--- config.mk ---
export PLATFORM = sky130hd
export DESIGN_NAME = row_render_seq
export DESIGN_NICKNAME = d
export VERILOG_FILES = /design/src/rtl/row_render_seq.sv
export SDC_FILE = /design/constraint.sdc
export NUM_CORES = 1
export LEC_CHECK = 0
export ABC_AREA = 1
export CAP_MARGIN = 0
export CORE_MARGIN = 1
export CORE_UTILIZATION = 55
export CTS_CLUSTER_DIAMETER = 30
export CTS_CLUSTER_SIZE = 30
export DETAILED_ROUTE_END_ITERATION = 8
export PLACE_DENSITY = 0.76
export SLEW_MARGIN = 20
export SYNTH_ARGS = -nofsm -noshare
export SYNTH_HDL_FRONTEND = slang
export SYNTH_SLANG_ARGS = --single-unit
--- constraint.sdc ---
create_clock -name clk -period 11.2 [get_ports clk]
set_input_delay 2.24 -clock clk [delete_from_list [all_inputs] [get_ports clk]]
set_output_delay 2.24 -clock clk [all_outputs]
set_load 0.02 [all_outputs]
--- src/rtl/row_render_seq.sv ---
// rtl/row_render_seq.sv - row renderer: span test, bit-serial v-step divider, texture DDA and shading
// Optional macro ROW_RENDER_SEQ_CLIP_EN: pre-steps v so walls taller than the view start clipped.
module row_render_seq #(
    parameter int H_VIEW     = 640,
    parameter int HPOS_W     = 10,
    parameter int SIZE_W     = 11,
    parameter int TEX_BITS   = 6,
    parameter int WALL_BITS  = 2,
    parameter int COLOR_BITS = 2
) (
    input  logic                            clk,
    input  logic                            reset_n,
    input  logic                            load,
    input  logic [WALL_BITS-1:0]            wall,
    input  logic                            side,
    input  logic [SIZE_W-1:0]               size,
    input  logic [TEX_BITS-1:0]             texu,
    output logic                            busy,
    input  logic                            pix_en,
    input  logic [HPOS_W-1:0]               hpos,
    output logic [WALL_BITS+2*TEX_BITS-1:0] tex_addr,
    input  logic [3*COLOR_BITS-1:0]         tex_data,
    output logic [3*COLOR_BITS-1:0]         rgb,
    output logic                            hit,
    output logic [TEX_BITS-1:0]             texv
);
    localparam int HALF  = H_VIEW / 2;
    localparam int W     = SIZE_W + TEX_BITS + 1;
    localparam int DW    = SIZE_W + 1;
    localparam int RW    = SIZE_W + 2;
    localparam int AW    = TEX_BITS + 1;
    localparam int TAW   = WALL_BITS + 2 * TEX_BITS;
    localparam int CW    = 3 * COLOR_BITS;
    localparam int CNT_W = $clog2(W);
    localparam logic [W-1:0] STEP_DVD = W'(1) << TEX_BITS;

    typedef enum logic [1:0] {IDLE, DIV_STEP, DIV_PRE, READY} state_t;

    state_t               state_q, state_d;
    logic [WALL_BITS-1:0] wall_q;
    logic                 side_q;
    logic [SIZE_W-1:0]    size_q;
    logic [TEX_BITS-1:0]  texu_q;
    logic [W-1:0]         dvd_q, dvd_d;
    logic [DW-1:0]        rem_q, rem_d;
    logic [CNT_W-1:0]     cnt_q, cnt_d;
    logic [AW-1:0]        qs_q, qs_d, acc_q, acc_d;
    logic [DW-1:0]        rs_q, rs_d, frac_q, frac_d;

    logic [TAW-1:0]       tex_addr_q;
    logic                 hit1_q, side1_q, hit_q;
    logic [TEX_BITS-1:0]  texv1_q, texv_q;
    logic [CW-1:0]        rgb_q, shaded;

    logic [RW-1:0]        dvs_ext, trial, frac_sum;
    logic                 ge, carry, div_last, in_span, pix_hit;
    logic [AW:0]          acc_sum;
    logic [TEX_BITS-1:0]  texv_now;
    logic signed [RW-1:0] s_size, s_hpos, span_lo, span_hi;

    // One restoring step: dividend bits shift out the top, quotient bits shift in below.
    assign dvs_ext  = {1'b0, size_q, 1'b0};
    assign trial    = {rem_q, dvd_q[W-1]};
    assign ge       = trial >= dvs_ext;
    assign div_last = cnt_q == CNT_W'(W - 1);

    assign frac_sum = {1'b0, frac_q} + {1'b0, rs_q};
    assign carry    = frac_sum >= dvs_ext;
    assign acc_sum  = {1'b0, acc_q} + {1'b0, qs_q} + {{AW{1'b0}}, carry};
    assign texv_now = acc_q[AW-1] ? {TEX_BITS{1'b1}} : acc_q[TEX_BITS-1:0];

    // A zero-height wall has no span at all, not a one-pixel sliver at the centre.
    assign s_size  = $signed(RW'(size_q));
    assign s_hpos  = $signed(RW'(hpos));
    assign span_lo = $signed(RW'(HALF)) - s_size;
    assign span_hi = $signed(RW'(HALF)) + s_size;
    assign in_span = (size_q != '0) &&
                     ((size_q > SIZE_W'(HALF)) || ((s_hpos >= span_lo) && (s_hpos <= span_hi)));
    assign pix_hit = (state_q == READY) && pix_en && in_span;

`ifdef ROW_RENDER_SEQ_CLIP_EN
    logic [SIZE_W-1:0] clip_k;
    assign clip_k = size_q - SIZE_W'(HALF);
`endif

    always_comb begin
        state_d = state_q;
        dvd_d   = dvd_q;
        rem_d   = rem_q;
        cnt_d   = cnt_q;
        qs_d    = qs_q;
        rs_d    = rs_q;
        acc_d   = acc_q;
        frac_d  = frac_q;
        case (state_q)
            DIV_STEP: begin
                dvd_d = {dvd_q[W-2:0], ge};
                rem_d = ge ? DW'(trial - dvs_ext) : DW'(trial);
                cnt_d = cnt_q + CNT_W'(1);
                if (div_last) begin
                    qs_d    = AW'({dvd_q[W-2:0], ge});
                    rs_d    = ge ? DW'(trial - dvs_ext) : DW'(trial);
                    state_d = READY;
                    acc_d   = '0;
                    frac_d  = '0;
`ifdef ROW_RENDER_SEQ_CLIP_EN
                    if (size_q > SIZE_W'(HALF)) begin
                        state_d = DIV_PRE;
                        dvd_d   = {1'b0, clip_k, {TEX_BITS{1'b0}}};
                        rem_d   = '0;
                        cnt_d   = '0;
                    end
`endif
                end
            end
`ifdef ROW_RENDER_SEQ_CLIP_EN
            DIV_PRE: begin
                dvd_d = {dvd_q[W-2:0], ge};
                rem_d = ge ? DW'(trial - dvs_ext) : DW'(trial);
                cnt_d = cnt_q + CNT_W'(1);
                if (div_last) begin
                    acc_d   = AW'({dvd_q[W-2:0], ge});
                    frac_d  = ge ? DW'(trial - dvs_ext) : DW'(trial);
                    state_d = READY;
                end
            end
`endif
            READY: begin
                if (pix_hit) begin
                    frac_d = carry ? DW'(frac_sum - dvs_ext) : DW'(frac_sum);
                    acc_d  = acc_sum[AW] ? {AW{1'b1}} : acc_sum[AW-1:0];
                end
            end
            default: ;
        endcase
        if (load) begin
            state_d = (size == '0) ? READY : DIV_STEP;
            dvd_d   = STEP_DVD;
            rem_d   = '0;
            cnt_d   = '0;
            acc_d   = '0;
            frac_d  = '0;
        end
    end

    always_comb begin
        shaded = '0;
        for (int c = 0; c < 3; c++) begin
            shaded[c*COLOR_BITS +: COLOR_BITS] = side1_q ? tex_data[c*COLOR_BITS +: COLOR_BITS]
                                                         : tex_data[c*COLOR_BITS +: COLOR_BITS] >> 1;
        end
    end

    always_ff @(posedge clk or negedge reset_n) begin
        if (!reset_n) begin
            state_q    <= IDLE;
            wall_q     <= '0;
            side_q     <= 1'b0;
            size_q     <= '0;
            texu_q     <= '0;
            dvd_q      <= '0;
            rem_q      <= '0;
            cnt_q      <= '0;
            qs_q       <= '0;
            rs_q       <= '0;
            acc_q      <= '0;
            frac_q     <= '0;
            tex_addr_q <= '0;
            hit1_q     <= 1'b0;
            side1_q    <= 1'b0;
            texv1_q    <= '0;
            hit_q      <= 1'b0;
            texv_q     <= '0;
            rgb_q      <= '0;
        end else begin
            state_q <= state_d;
            dvd_q   <= dvd_d;
            rem_q   <= rem_d;
            cnt_q   <= cnt_d;
            qs_q    <= qs_d;
            rs_q    <= rs_d;
            acc_q   <= acc_d;
            frac_q  <= frac_d;
            if (load) begin
                wall_q <= wall;
                side_q <= side;
                size_q <= size;
                texu_q <= texu;
            end
            // Pixel pipeline: address stage, then shade stage fed by the ROM texel.
            if (pix_en) begin
                tex_addr_q <= {wall_q, texu_q, pix_hit ? texv_now : {TEX_BITS{1'b0}}};
            end
            hit1_q  <= pix_hit;
            side1_q <= side_q;
            texv1_q <= pix_hit ? texv_now : '0;
            hit_q   <= hit1_q;
            texv_q  <= texv1_q;
            rgb_q   <= hit1_q ? shaded : '0;
        end
    end

    assign busy     = (state_q == DIV_STEP) || (state_q == DIV_PRE);
    assign tex_addr = tex_addr_q;
    assign hit      = hit_q;
    assign texv     = texv_q;
    assign rgb      = rgb_q;

endmodule

After elaboration in Yosys (flattened, before gate mapping)
Cells that the tools add are included.
- add/subtract/negate cells: 8
- $mul: 0
- divide/modulo/power cells: 0
- magnitude comparators: 5
- equal/unequal tests: 6
- shifts and indexed selects: 0
- muxes and demuxes: 27
- bitwise operators: 0
- reduce and logical (&&, ||, !) cells: 14
- operator list (operator ; number):
    $mux W12 ; 7
    $mux W18 ; 2
    $mux W7 ; 4
    $ge A13 B12 Y1 ; 2
    $pmux W12 S2 ; 1
    $sub A12 B12 Y12 ; 2
    $mux W6 ; 3
    $mux W2 ; 7
    $pmux W7 S2 ; 1
    $add A12 B12 Y13 ; 1
    $add A9 B11 Y12 const A ; 1
    $ge A11 B12 Y1 ; 1
    $le A10 B12 Y1 ; 1
    $sub A9 B11 Y12 const A ; 1
    $gt A11 B9 Y1 const B ; 1
    $logic_not A11 Y1 ; 1
    $reduce_bool A11 Y1 ; 1
    $mux W5 ; 2
    $add A7 B7 Y8 ; 1
    $add A8 B1 Y8 ; 1
    $ne A3 B3 Y1 const B ; 2
    $add A5 B1 Y5 const B ; 1
    $eq A5 B5 Y1 const B ; 1
    $eq A2 B2 Y1 const B ; 2
    7 further kinds ; 13
- flip-flop bits (word level): 130
- bits in latches: 0
- RAM bits: 0
- memory bits (read-only): 0
- output and inout port bits: 28
- memories: 0

Depth between registers and ports, before layout
Gate-level depths: netlist of the first run.
- depth in word-level cells: 9
- depth in mapped cells: 31

Worst setup path before layout of the first run
Ideal clock, no wire load.
- path kind: register to register
- start: reg rs_q[0]
- end: reg acc_q[6]
- setup time: 0.117 ns
- arrival: 4.144 ns
- path slack: 6.939 ns
- cell stages (with the launch flop): 31
- buffers on the path: 1
- path through: dfrtp_1 -> ha_1 -> inv_1 -> fa_1 -> inv_1 -> nand3_1 -> nand2_1 -> nand2_1 -> nand2_1 -> nand2_1 -> nand2_1 -> inv_1 -> ha_1 -> nand2_1 -> nand2_1 -> a21oi_1 -> nand3_1 -> nand2_2 -> nand3_2 -> buf_6 -> fa_1 -> fa_1 -> nand3_1 -> nand3_1 -> nand2_1 -> nand2_1 -> a21oi_1 -> xor2_1 -> a21oi_1 -> nand3_2 -> nand2_1
- cells in the longest elaborated chain, start to end: 7
- ends and longest elaborated chain (what ; RTL line ; source):
    start, declared ; 48 ; logic [DW-1:0] rs_q, rs_d, frac_q, frac_d;
    start signal, assigned ; 181 ; rs_q <= rs_d;
    $add A12 B12 Y13 ; 67 ; assign frac_sum = {1'b0, frac_q} + {1'b0, rs_q};
    $ge A13 B12 Y1 ; 68 ; assign carry = frac_sum >= dvs_ext;
    $add A8 B1 Y8 ; 69 ; assign acc_sum = {1'b0, acc_q} + {1'b0, qs_q} + {{AW{1'b0}}, carry};
    $mux W7 ; 131 ; acc_d = acc_sum[AW] ? {AW{1'b1}} : acc_sum[AW-1:0];
    $mux W7 ; 129 ; if (pix_hit) begin
    $pmux W7 S2 ; 95 ; case (state_q)
    $mux W7 ; 136 ; if (load) begin
    end signal, assigned ; 166 ; acc_q <= '0;
    end signal, assigned ; 182 ; acc_q <= acc_d;
    end, declared ; 47 ; logic [AW-1:0] qs_q, qs_d, acc_q, acc_d;
Every way passes these cells. The select of a mux whose other input is x is not followed.
A chain may end at the register's enable or synchronous reset.

Worst setup path in the final report of the first run
Same ends and word-level chain as after synthesis.

==> results by group, run 1 <==
Clock network
  • Number of sinks handled by clock tree synthesis: 130
  • Clk pin slew, worst setup/hold paths: 60 ps
  • TritonCTS clock tree: yes
  • Post-CTS setup-driven buffer insertion count: 0
  • Maximum number of buffers from clock root to sink: 2
  • Hold buffers post-CTS: 0
  • Root buffer cell: clkbuf_16
  • Post-CTS Resized: 0
  • Depth of the CTS H-tree: 4
  • Number of buffers inserted during clock tree synthesis: 17
  • Clock latency at the later pin of the worst-skew pair: 420 ps

Logic synthesis
  • Net count after synthesis: 1162
  • Cell Area, Synth: between 8000 and 9000 um2
  • Portion of the post-synthesis area used by sequential elements: 0.398
  • Number of enable-type register cells in the synthesized netlist: 0
  • Total number of yosys warnings: 0
  • Top FF cell, synth: dfrtp_1
  • Count of unique library cells instantiated by Yosys: 44
  • Asr flop ratio synth: 1.00
  • Synthesized instance count: 1050
  • Synth Area per Inst: 7.79 um2
  • Flop and latch count out of synthesis: 130

Placed design
  • Estimated wirelength of the detail-placed design: 14100 um
  • IO Port Bufs: 67
  • RD Place Congestion: 0.953

Finish
  • Filler Cells Inserted: between 1k and 1.5k
  • Core utilization of the finished layout: 0.656
  • Fraction of layout instances using a drive strength above 1: 0.0623
  • Area growth syn-to-layout: 16.6%
  • Antenna diodes: 0
  • Most common cell after layout, fill and taps aside: nand2_1
  • Final nets: 1223
  • Most frequent cells in the layout: nand2_1 (289), inv_1 (143), dfrtp_1 (130)

Job
  • Number of max-capacitance violations reported: 0

Timing
  • Maximum clock skew at final layout: 8.53 ps
  • FMAX: about 210 MHz
  • Final period util: 0.424
  • Final Hold Viols: 0
  • Setup violators final: 0
  • Final critical path time including I/O delays and setup: 4740 ps
  • Normalized max-slew margin: 0.345
  • Unrepaired setup endpoints after global routing: false
  • Worst hold slack: 346 ps
  • Final Max Tran Viols: 0
  • Transition at the pin with the smallest max-transition slack: between 900 and 1000 ps
  • Setup Total Neg Slack: 0 ps

Die
  • Initial core utilization: 0.563
  • Floorplan Core Area: approximately 15000 um2
  • Die Width: 124 um
  • Die height: approximately 120 um
  • Total die area: about 15000 um2
  • Row cnt: 44
  • Top Ports: 68

Global routing
  • Global-route total usage across every layer: 0.277
  • Number of global-route vias before repair: around 6.7k
  • Initial antenna violation count: 0
  • First-pass GRT wire length: 32300 um
  • Largest net degree at the start of global routing: 73
  • Total overflow reported by the global router: 0

Pwr
  • Combinational group share of total power: 0.259
  • Power density cells: 152 nW/um2
  • Switching component of the power: 0.476 mW
  • Lkg Pwr: 5.06 nW
  • Internal: 0.971 mW
  • Total power: 1.45 mW
  • Worst VDD drop: 0.000174 V
  • Sw Ratio: 0.329
  • Part of the total power dissipated in the clock network: 0.376
  • Sequential share of power: 0.365

Detailed routing
  • Overall via count from detail_route: 7069
  • Via count normalized by instance count: 5.40
  • Residual DRC: 0
  • Starting DRC count in detailed routing: 429
  • Final ANT Viol Nets: 0
  • Post-DR wirelength/cell: between 10 and 15 um
  • Number of detailed-route iterations in the first pass: 5
  • Total Wirelength: 19300 um

Worst setup path
  • Maximum fanout encountered on the critical timing path: 13
  • Reg2reg setup slack: 6460 ps
  • Library cell appearing most often on the critical path: nand2_1
  • Worst EP required: between 10000 and 15000 ps
  • Critical path arrival: around 5000 ps
  • CP Buf/Inv Count: 3
  • Kind of cell adding the most delay to the critical path: adder cells
  • Type of origin of the critical path: flop
  • Library cell contributing the largest single delay on the critical path: fa_1
  • Crit end category: flop
  • Highest cell delay on the worst timing path: roughly 500 ps
  • Critical setup path kind: flop to flop

Worst hold path
  • Class of the tightest hold or removal check: flop to flop

Status
  • Status: complete, no violations
-- flip-flops by register name (all words and copies together), names as in the netlist, 5 cells and up --
signal,count
texv1_q,6
frac_q,12
qs_q,7
size_q,11
rem_q,12
acc_q,7
rgb,6
tex_addr,14
cnt_q,5
texu_q,6
texv,6
rs_q,12
dvd_q,18
-- cell type report --
class                           count  area (um2)  area share
Multi-Input combinational cell    740        4210       0.441
Clock buffer                       17         425      0.0446
Inverter                          151         567      0.0594
Clock inverter                     15         160      0.0168
Sequential cell                   130        3250       0.341
Tap cell                          184         230      0.0241
Timing Repair Buffer               71         693      0.0727
-- power groups by stage --
stage	logic (mW)	clock network [mW]	registers (mW)
finish	0.375	0.544	0.527
global route	0.430	0.572	0.531
CTS	0.371	0.554	0.527
detailed placement	0.367	0	0.535
global placement	0.361	0	0.534
floorplan	0.274	0	0.533
-- synth_stat cells, types with 2 or more instances --
cell type  instances  area, um2
buf_6              3       33.8
o21bai_1           2       15.0
nand2_4            3       33.8
nor3_1             8       40.0
a31oi_1            2       12.5
o22ai_1           24        150
dfrtp_1          130       3250
inv_1            143        537
buf_4              2       15.0
nand4_1           29        181
nand3_1           69        345
nand3b_1           8       60.1
nand2_2            2       12.5
nand3_2           12        120
nor2_1            77        289
fa_1               5        100
xor2_1            24        210
clkbuf_1          16       60.1
clkinv_1           2       7.51
buf_1              3       11.3
o21ai_0           42        210
nand2_1          289       1080
a21o_1             5       37.5
xnor2_1            8       70.1
nor3b_1            2       15.0
inv_2              6       22.5
ha_1              67        838
buf_2              4       20.0
a21oi_1           48        240
-- metrics by stage --
stage	instances	worst slack (ps)	area, um2
6_report	1308	6460	9530
5_1_grt	1308	5990	9530
4_1_cts	1308	6450	9530
3_5_place_dp	1276	6430	8950
3_3_place_gp	1276	6440	8950
2_1_floorplan	1050	6940	8180
-- kinds of logic (layout without fill, tap and decap cells) --
logic type                 after synthesis  count (layout)  share of synthesized area
adders and majority gates               72              72                      0.115
and+or+nand+nor                        506             506                      0.276
DFF                                    130             130                      0.398
buffers and inverters                  180             254                     0.0883
muxes                                    1               1                    0.00138
AOI/OAI and AO/OA                      129             129                     0.0878
xor gates and xnor gates                32              32                     0.0343
-- metal layers --
metal  routed length [um]  global-route usage  part of all wire
met5                    0                   0                 0
met4                  424               0.103             0.022
met2                 8940               0.441              0.46
met3                  840              0.0508             0.044
met1                 9090               0.377              0.47
-- worst register-to-register path: cells and delay by family, from the launching register on --
family / cells / cell delay, ps
buffers and inverters: 3 / 230
AND/OR/NAND/NOR: 17 / 1660
adder cells (fa/ha/maj): 5 / 1860
XOR/XNOR: 1 / 150
flip-flops: 1 / 350
AO/OA/AOI/OAI: 3 / 410
-- final timing paths --
kind,from,endpoint,cells past startpoint
setup / recovery,rs_q[0],acc_q[6],29
hold / removal,texv1_q[3],texv[3],0
setup reg to reg,rs_q[0],acc_q[6],29
hold reg to reg,texv1_q[3],texv[3],0
max in group asynchronous,reset_n,tex_addr[2],2
min in group asynchronous,reset_n,rgb[2],1
Power figures use the tool's default switching activity.
==> run 2: changes to the inputs <==
Clock period 11.2 ns to 4.55 ns, I/O delays scaled along.
==> results by group, run 2 (synthesis results as in run 1) <==
Pwr
  • Lkg Pwr: 5.09 nW
  • Internal: around 2.5 mW
  • Sw Ratio: 0.312
  • Sequential share of power: 0.358
  • Power density cells: 374 nW/um2
  • Part of the total power dissipated in the clock network: 0.384
  • Switching component of the power: 1.14 mW
  • Combinational group share of total power: 0.258
  • Worst VDD drop: ~0.00029 V

Worst setup path
  • Crit end category: flop
  • Library cell appearing most often on the critical path: nand2_1
  • Maximum fanout encountered on the critical timing path: 9
  • Type of origin of the critical path: flop
  • Worst EP required: 4850 ps
  • Critical setup path kind: flop to flop
  • Library cell contributing the largest single delay on the critical path: fa_2
  • Highest cell delay on the worst timing path: 430 ps
  • Critical path arrival: 4530 ps

Clock network
  • Clock latency at the later pin of the worst-skew pair: ~410 ps
  • Depth of the CTS H-tree: 4
  • Number of sinks handled by clock tree synthesis: 130
  • TritonCTS clock tree: yes
  • Clk pin slew, worst setup/hold paths: 60 ps
  • Number of buffers inserted during clock tree synthesis: 17
  • Maximum number of buffers from clock root to sink: 2
  • Root buffer cell: clkbuf_16

Timing
  • Maximum clock skew at final layout: between 8 and 9 ps
  • Normalized max-slew margin: 0.356
  • Setup violators final: 0
  • Final Max Tran Viols: 0
  • Worst hold slack: 347 ps
  • Final period util: 0.930
  • FMAX: ~240 MHz
  • Transition at the pin with the smallest max-transition slack: 966 ps
  • Final Hold Viols: 0
  • Final critical path time including I/O delays and setup: 4230 ps

Finish
  • Final nets: approximately 1.2k
  • Fraction of layout instances using a drive strength above 1: 0.0805
  • Flip-flop count of the largest register, all copies and words added: 18
  • Filler Cells Inserted: 1207
  • Core utilization of the finished layout: 0.671
  • Register with the most flip-flops: dvd_q
  • Antenna diodes: 0
  • Most frequent cells in the layout: nand2_1 (288), inv_1 (142), dfrtp_1 (130)
  • Area taken by multi-input logic gates: roughly 4300 um2
  • Most common cell after layout, fill and taps aside: nand2_1
  • Sequential cell area in the final layout: 3250 um2
  • Area growth syn-to-layout: 19.2%

Worst hold path
  • Class of the tightest hold or removal check: flop to flop

Detailed routing
  • Via count normalized by instance count: ~5.4
  • Total Wirelength: 19600 um
  • Final ANT Viol Nets: 0
  • Number of detailed-route iterations in the first pass: 5
  • Starting DRC count in detailed routing: 470
  • Overall via count from detail_route: 7066
  • Residual DRC: 0
  • Post-DR wirelength/cell: 14.9 um

Die
  • Row cnt: 44
  • Top Ports: 68
  • Initial core utilization: 0.563
  • Die height: 124 um
  • Floorplan Core Area: 14500 um2
  • Die Width: about 120 um
  • Total die area: about 15000 um2

Global routing
  • Initial antenna violation count: 0
  • Global-route total usage across every layer: 0.278
  • First-pass GRT wire length: 32500 um
  • Total overflow reported by the global router: 0
  • Number of global-route vias before repair: ~6.7k
  • Largest net degree at the start of global routing: 70

Placed design
  • Estimated wirelength of the detail-placed design: 14400 um
  • RD Place Congestion: ~0.95
  • IO Port Bufs: 67

Status
  • Status: complete, no violations

Job
  • Number of max-capacitance violations reported: 0
==> run 2: cell types whose count changed in the layout (fill, tap and decap cells not counted), sizes merged <==
cell,delta
clkinvlp,+2
inv,-2
clkbuf,+5
buf,+8
bufinv,+1
clkinv,-8
==> run 2: final timing paths <==
check | cells after the start | start | slack [ps] | end
max in group asynchronous | 2 | reset_n | 3130 | size_q[6]
min in group asynchronous | 1 | reset_n | 580 | hit
hold reg to reg | 0 | texv1_q[2] | 350 | texv[2]
hold / removal | 0 | texv1_q[2] | 350 | texv[2]
setup reg to reg | 28 | rs_q[2] | 320 | acc_q[6]
setup / recovery | 28 | rs_q[2] | 320 | acc_q[6]
==> run 2: metal layers <==
metal / vias up / track usage / wire length, um
met5: - / 0 / 0
met4: 0 / 0.0818 / 361
met3: 26 / 0.0504 / 808
met2: 171 / 0.459 / 9270
met1: 3325 / 0.371 / 9170
li1: 3544 / - / -
==> run 2: through the flow <==
step	std cells	area [um2]	setup TNS, ps	total power [mW]	setup slack, ps
CTS	1312	9620	0	3.65	20.7
global placement	1282	9010	0	2.22	160
detailed placement	1282	9010	0	2.24	68.4
global route	1314	9750	-48.0	3.86	-48.0
finish	1314	9750	0	3.64	319
floorplan	1050	8180	0	1.99	289
==> run 2: area by class of cell <==
| cell class | instances | share of cell area |
|---|---|---|
| repair buffers | 79 | 0.0786 |
| inverters | 151 | 0.0582 |
| flip-flops and latches | 130 | 0.334 |
| clock buffers | 22 | 0.0497 |
| multi-input cells | 740 | 0.443 |
| well taps | 184 | 0.0236 |
| clock inverters | 8 | 0.0130 |
==> run 2: critical path: cells and delay by family, from the launching register on <==
| kind | cells | cell delay (ps) |
|---|---|---|
| buf+inv | 2 | 210 |
| xor+xnor | 1 | 150 |
| fa+ha+maj | 4 | 1360 |
| flops | 1 | 400 |
| simple gates | 18 | 1570 |
| compound gates | 3 | 410 |
==> run 2: what timing repair did <==
item / 4_1_cts / 5_1_grt
setup endpoints to repair: 0 / 5
hold buffers: 0 / 0
buffers inserted: 0 / 2
gates resized for setup: 0 / 18
==> run 2: power by group through the flow <==
stage               sequential [mW]  combinational, mW  clock, mW
detailed placement             1.32              0.923          0
global route                   1.31               1.07       1.47
floorplan                      1.31              0.675          0
finish                         1.30              0.940       1.40
CTS                            1.30              0.931       1.42
global placement               1.32              0.905          0
